<file path="config.mk">
export PLATFORM = sky130hd
export DESIGN_NAME = adder6bit_check_seq
export DESIGN_NICKNAME = d
export VERILOG_FILES = /design/src/rtl/adder6bit_check_seq.sv
export SDC_FILE = /design/constraint.sdc
export NUM_CORES = 1
export LEC_CHECK = 0
export CORE_AREA = 3 3 80 82
export CTS_CLUSTER_SIZE = 12
export DETAILED_ROUTE_END_ITERATION = 6
export DIE_AREA = 0 0 83 85
export PLACE_DENSITY_LB_ADDON = 0.12
export SLEW_MARGIN = 20
export SYNTH_ARGS = -nofsm -noshare
export SYNTH_HDL_FRONTEND = slang
export SYNTH_SLANG_ARGS = --single-unit
</file>
<file path="constraint.sdc">
create_clock -name clk -period 3.45 [get_ports clk]
set_clock_uncertainty 0.15 [all_clocks]
set_input_delay 0.345 -clock clk [delete_from_list [all_inputs] [get_ports clk]]
set_output_delay 0.345 -clock clk [all_outputs]
set_load 0.05 [all_outputs]
</file>
<file path="src/rtl/adder6bit_check_seq.sv">
// Sequencing/checking stage around a 6-bit ripple adder: drives operands, waits SETTLE_CYC, captures and checks the sum.
// Optional build macro ADDER_CHK_LFSR_STIM_EN replaces the input stream with an internal 12-bit LFSR.
module adder6bit_check_seq #(
  parameter int SETTLE_CYC = 2,
  parameter int ERR_CNT_W  = 8
) (
  input  logic                 clk,
  input  logic                 rst_n,
  input  logic                 in_valid,
  output logic                 in_ready,
  input  logic [5:0]           in_a,
  input  logic [5:0]           in_b,
  output logic [5:0]           add_a,
  output logic [5:0]           add_b,
  input  logic [6:0]           add_sum,
  output logic                 out_valid,
  input  logic                 out_ready,
  output logic [6:0]           out_sum,
  output logic                 out_err,
  output logic [ERR_CNT_W-1:0] err_cnt,
  input  logic                 clr_err
);

  localparam int CNT_W = (SETTLE_CYC > 1) ? $clog2(SETTLE_CYC) : 1;
  localparam logic [CNT_W-1:0] CNT_LOAD = CNT_W'(SETTLE_CYC - 1);

  generate
    if (SETTLE_CYC < 1) begin : g_bad_settle
      $error("SETTLE_CYC must be at least 1");
    end
  endgenerate

  typedef enum logic [1:0] {IDLE, SETTLE, HOLD} state_t;

  state_t           state, next_state;
  logic [CNT_W-1:0] settle_cnt;
  logic             start, capture, done_hold;
  logic [5:0]       start_a, start_b;
  logic [6:0]       golden_sum;
  logic             mismatch;

`ifdef ADDER_CHK_LFSR_STIM_EN
  logic [11:0] lfsr;
  logic        lfsr_fb;
  logic        unused_in;

  assign unused_in = ^{in_valid, in_a, in_b};
  assign in_ready  = 1'b0;
  assign start     = (state == IDLE);
  assign start_a   = lfsr[11:6];
  assign start_b   = lfsr[5:0];
  assign lfsr_fb   = lfsr[11] ^ lfsr[10] ^ lfsr[9] ^ lfsr[3];

  // Stimulus generator steps once per started transaction
  always_ff @(posedge clk or negedge rst_n) begin
    if (!rst_n) begin
      lfsr <= 12'hACE;
    end else if (start) begin
      lfsr <= {lfsr[10:0], lfsr_fb};
    end
  end
`else
  assign in_ready = (state == IDLE);
  assign start    = (state == IDLE) && in_valid;
  assign start_a  = in_a;
  assign start_b  = in_b;
`endif

  // Golden sum kept at 7 bits so the carry-out is checked too
  assign golden_sum = {1'b0, add_a} + {1'b0, add_b};
  assign mismatch   = (add_sum != golden_sum);

  always_ff @(posedge clk or negedge rst_n) begin
    if (!rst_n) begin
      state <= IDLE;
    end else begin
      state <= next_state;
    end
  end

  always_comb begin
    next_state = state;
    capture    = 1'b0;
    done_hold  = 1'b0;
    case (state)
      IDLE: begin
        if (start) begin
          next_state = SETTLE;
        end
      end
      SETTLE: begin
        if (settle_cnt == '0) begin
          capture    = 1'b1;
          next_state = HOLD;
        end
      end
      HOLD: begin
        if (out_ready) begin
          done_hold  = 1'b1;
          next_state = IDLE;
        end
      end
      default: next_state = IDLE;
    endcase
  end

  always_ff @(posedge clk or negedge rst_n) begin
    if (!rst_n) begin
      add_a      <= '0;
      add_b      <= '0;
      settle_cnt <= '0;
      out_sum    <= '0;
      out_err    <= 1'b0;
      out_valid  <= 1'b0;
    end else begin
      if (start) begin
        add_a      <= start_a;
        add_b      <= start_b;
        settle_cnt <= CNT_LOAD;
      end else if (state == SETTLE && settle_cnt != '0) begin
        settle_cnt <= settle_cnt - 1'b1;
      end
      if (capture) begin
        out_sum   <= add_sum;
        out_err   <= mismatch;
        out_valid <= 1'b1;
      end else if (done_hold) begin
        out_valid <= 1'b0;
      end
    end
  end

  // Clear has priority over a same-edge increment; counter sticks at all-ones
  always_ff @(posedge clk or negedge rst_n) begin
    if (!rst_n) begin
      err_cnt <= '0;
    end else if (clr_err) begin
      err_cnt <= '0;
    end else if (capture && mismatch && !(&err_cnt)) begin
      err_cnt <= err_cnt + 1'b1;
    end
  end

endmodule

</file>
-- Word-level counts from Yosys, hierarchy flattened
Cells that the tools add are included.
- flip-flop bits (word level): 32
- input bits: 24
- output and inout bits: 30
- logic and storage cells: 42
- add/subtract/negate cells: 3
- eq/ne operators: 6
- mux-type cells: 14
- reduce and logical (&&, ||, !) cells: 11
- operators with widths (operator ; number):
    $mux 8 ; 2
    $add 8x1->8 const B ; 1
    $mux 1 ; 8
    $reduce_and 8->1 ; 1
    $add 6x6->7 ; 1
    $ne 7x7->1 ; 1
    $mux 2 ; 3
    $pmux 2 s3 ; 1
    $reduce_bool 2->1 ; 3
    $logic_and 1x1->1 ; 4
    $ne 2x2->1 const B ; 2
    $reduce_and 3->1 ; 1
    $eq 2x1->1 const B ; 1
    $eq 2x2->1 const B ; 1
    $logic_not 2->1 ; 1
    $ne 2x1->1 const B ; 1
    $logic_not 1->1 ; 1
    $sub 1x1->1 const B ; 1

-- Depth between registers and ports, before layout
- word-level depth: 6
- gate-level depth with buffers: 9
- gate-level depth less buffers: 8

-- Least setup slack after synthesis
OpenSTA, ideal clock, no wires.
- path type: register to register
- start point: reg add_a[0]
- end point: reg err_cnt[6]
- library setup time: 0.125 ns
- arrival: 2.717 ns
- required time: 3.175 ns
- path slack: 0.458 ns
- stages on the path, launching flop included: 10
- clock period less this slack: 2.992 ns
- cells stage by stage: dfrtp_1 ha_1 fa_1 a21o_1 a221o_1 o2111a_1 a31oi_2 buf_6 nand4_2 mux2_4
- longest elaborated chain between the ends: 5
- ends and longest elaborated chain (element ; RTL line ; source):
    start: declaration ; 13 ; output logic [5:0] add_a,
    start signal: assignment ; 117 ; add_a <= start_a;
    $add 6x6->7 ; 70 ; assign golden_sum = {1'b0, add_a} + {1'b0, add_b};
    $ne 7x7->1 ; 71 ; assign mismatch = (add_sum != golden_sum);
    $logic_and 1x1->1 (2 in a row) ; 139 ; end else if (capture && mismatch && !(&err_cnt)) begin
    $reduce_bool 2->1 (no line) ; -- ;
    end signal: assignment ; 140 ; err_cnt <= err_cnt + 1'b1;
    end: declaration ; 20 ; output logic [ERR_CNT_W-1:0] err_cnt,
No other way between the ends.
A chain may end at the register's enable or synchronous reset.

-- Worst setup path after layout
- start point: reg add_a[0]
- end point: reg err_cnt[1]
Same word-level chain as after synthesis.

==> run summary <==
# DRC: 0
IO Pins: 54
Final Cell Area: 0.002417 sq mm
ANT nets after route: 0
antenna violations before repair: 0
Power Total: 0.002562 W
Clock Sinks: 32
Post-synth EDFFs: 0
layout cells sized above 1: 19.12%
vias: 1322
syn nets: 178
Synth warnings: 0
GR Overflow Total: 0
DR iter-0 viols: 18
crit-path cells: ha_1 > fa_1 > a21o_1 > a221o_1 > o2111a_1 > a31oi_2 > buf_4 > mux2i_1 > nor2_1
Max Cap Viol: 0
Synth area leader: dfrtp_1
CTS clk-pin slew, worst paths: 60 ps
final core utilization: 41.57%
Die H: 85 um
post-cts sizing count: 0
maximum clock path buffer count: 2
CP startpoint: add_a[0]$_DFFE_PN0P_
first-pass GRT wire length: 6817 um
Final min period: 2859 ps
Critical Path Slowest Stage Cell: fa_1
CP peak stage delay: 440 ps
crit share post-route: 82.86%
status: finished clean
WP data arrival: 2860 ps
GRT Total Usage: 11.69%
die area: 0.007055 sq mm
FMAX: 0.3498 GHz
CTS Hold Bufs: 0
Final nets: 235
area grow syn2layout: 40.92%
setup_tns: 0 ps
ranking of synthesized cells by area: dfrtp_1 47%, mux2_2 12%, ha_1 5.1%
clk_lat worst skew: 280 ps
# Post-CTS Setup Buffers: 0
count leader, synth: dfrtp_1
top cells by count, synth: 32 x dfrtp_1, 19 x mux2_2, 12 x a21oi_1, 9 x nor2_1, 8 x nand3_1
Hold Vio Cnt, Final: 0
Core Region: 0.005816 sq mm
Via density: 4.738
Hold Path Class: primary input to async pin
WL final: 3778 um
CP max FO: 6
element type at the critical path start: flip-flop
Buffers & Inverters on Critical Path: 1
top_reg_cell synth: dfrtp_1
mapped cell area: 0.001715 sq mm
Clk Tree Root Cell: clkbuf_8
slew of the pin with the lowest slew margin: 898.6 ps
CTS tree: yes
port bufs: 53
Syn Inst Count: 146
max_slew headroom: 39.83%
vias in the first global route: 1429
DP Wirelength: 2930 um
Detailed Routing Iterations Pass 1: 4
fillers: 587
dpl cell area: 0.002327 sq mm
CP Capture Type: flip-flop
critical path type: flip-flop to flip-flop
depth of the CTS H-tree: 2
start of the worst register-to-register path: add_a[0]$_DFFE_PN0P_
placer congestion estimate: 0.8213
Die Wd: 83 um
RSZ-0062 raised after global routing: false
Antenna diodes: 0
post-synthesis sequential area ratio: 46.68%
leakage power: 1.031 nW
Final setup violation count: 0
effective utilization at floorplan: 29.50%
Yosys reg bits: 32
Synth Area per Inst: 11.75 sq um
FFs w/ async S/R, synth: 100.0%
cell family with most CP delay: compound AO/OA/AOI/OAI gates
ratio of total power to cell area: 1060 mW/mm^2
row cnt: 28
IR Drop Worst-Case VDD: 0.0005290 V
CTS Buf Count: 5
largest net degree at the start of global routing: 33
Yosys top cell area share: 46.68%
WP data required: 3450 ps
drt wl/cell: 13.54 um
synth unique cells: 38
Slew Viols, Final: 0
-- layout by cell type, fill, tap and decap left out, types with 2 or more instances in the layout --
cell type,netlist,routed
a21oi_1,12,12
nand3_1,8,8
clkbuf_8,0,6
o21ai_0,3,3
a21o_1,3,3
xor2_1,6,6
clkdlybuf4s50_1,0,53
dfrtp_1,32,32
mux2_4,2,2
xnor2_1,3,3
clkbuf_1,3,2
ha_1,7,7
mux2i_1,2,2
and2b_1,2,2
and3_1,2,2
and3_2,3,3
nor2_1,9,9
inv_1,6,6
nor2b_1,2,2
buf_4,0,2
a21o_2,2,2
mux2_2,19,19
nand4_2,2,2
-- kinds of logic after synthesis --
family | Yosys count | share of synthesized area, %
compound gates | 27 | 10.65
xor+xnor | 9 | 4.595
fa+ha+maj | 8 | 6.273
buf+inv | 11 | 3.209
flops | 32 | 46.68
mux | 24 | 16.05
simple gates | 35 | 12.54
-- stage by stage --
stage	std cells	worst slack [ps]	hold slack (ps)
2_1_floorplan	146	458.5	-100.6
6_report	279	591.4	317.0
3_3_place_gp	271	648.6	344.2
3_5_place_dp	271	605.5	351.4
4_1_cts	279	595.5	338.6
5_1_grt	279	443.3	358.3
-- final cells by class --
class | count | area, sq um | share of cell area [%]
multi-input combinational | 103 | 864.6 | 35.77
clock buffer | 8 | 90.09 | 3.727
sequential | 32 | 800.8 | 33.13
tap | 75 | 93.84 | 3.882
inverter | 6 | 22.52 | 0.9317
timing repair buffer | 55 | 545.5 | 22.57
-- state kept, by name (all words and copies together) (netlist names) --
| name | count |
|---|---|
| add_b | 6 |
| out_sum | 7 |
| err_cnt | 8 |
| settle_cnt | 1 |
| state | 2 |
| add_a | 6 |
| out_valid | 1 |
| out_err | 1 |
-- routing by layer --
| metal | part of all wire [%] | GRT usage, % | wire, um |
|---|---|---|---|
| met4 | 1.5 | 4.012 | 55 |
| met3 | 5.8 | 3.883 | 220 |
| met1 | 45 | 14.68 | 1684 |
| met2 | 48 | 18.95 | 1817 |
| met5 | 0 | 0 | 0 |
-- worst paths after layout --
check / end / slack (ps) / depth (start not counted)
min: err_cnt[0]$_DFFE_PN0P_ / 320 / 2
max reg2reg: err_cnt[1]$_DFFE_PN0P_ / 590 / 9
max in group asynchronous: add_b[1]$_DFFE_PN0P_ / 2520 / 2
min in group clk: out_sum[6]$_DFFE_PN0P_ / 360 / 1
min reg2reg: out_sum[6]$_DFFE_PN0P_ / 360 / 1
max: err_cnt[1]$_DFFE_PN0P_ / 590 / 9
-- report_power, final --
group          total [W]  internal, W  leakage [nW]  switching [W]
logic            0.00161     0.000659         0.596       0.000956
clock network   0.000294     0.000163        0.0455       0.000132
registers       0.000653     0.000522         0.390       0.000131
Power figures use the tool's default switching activity.
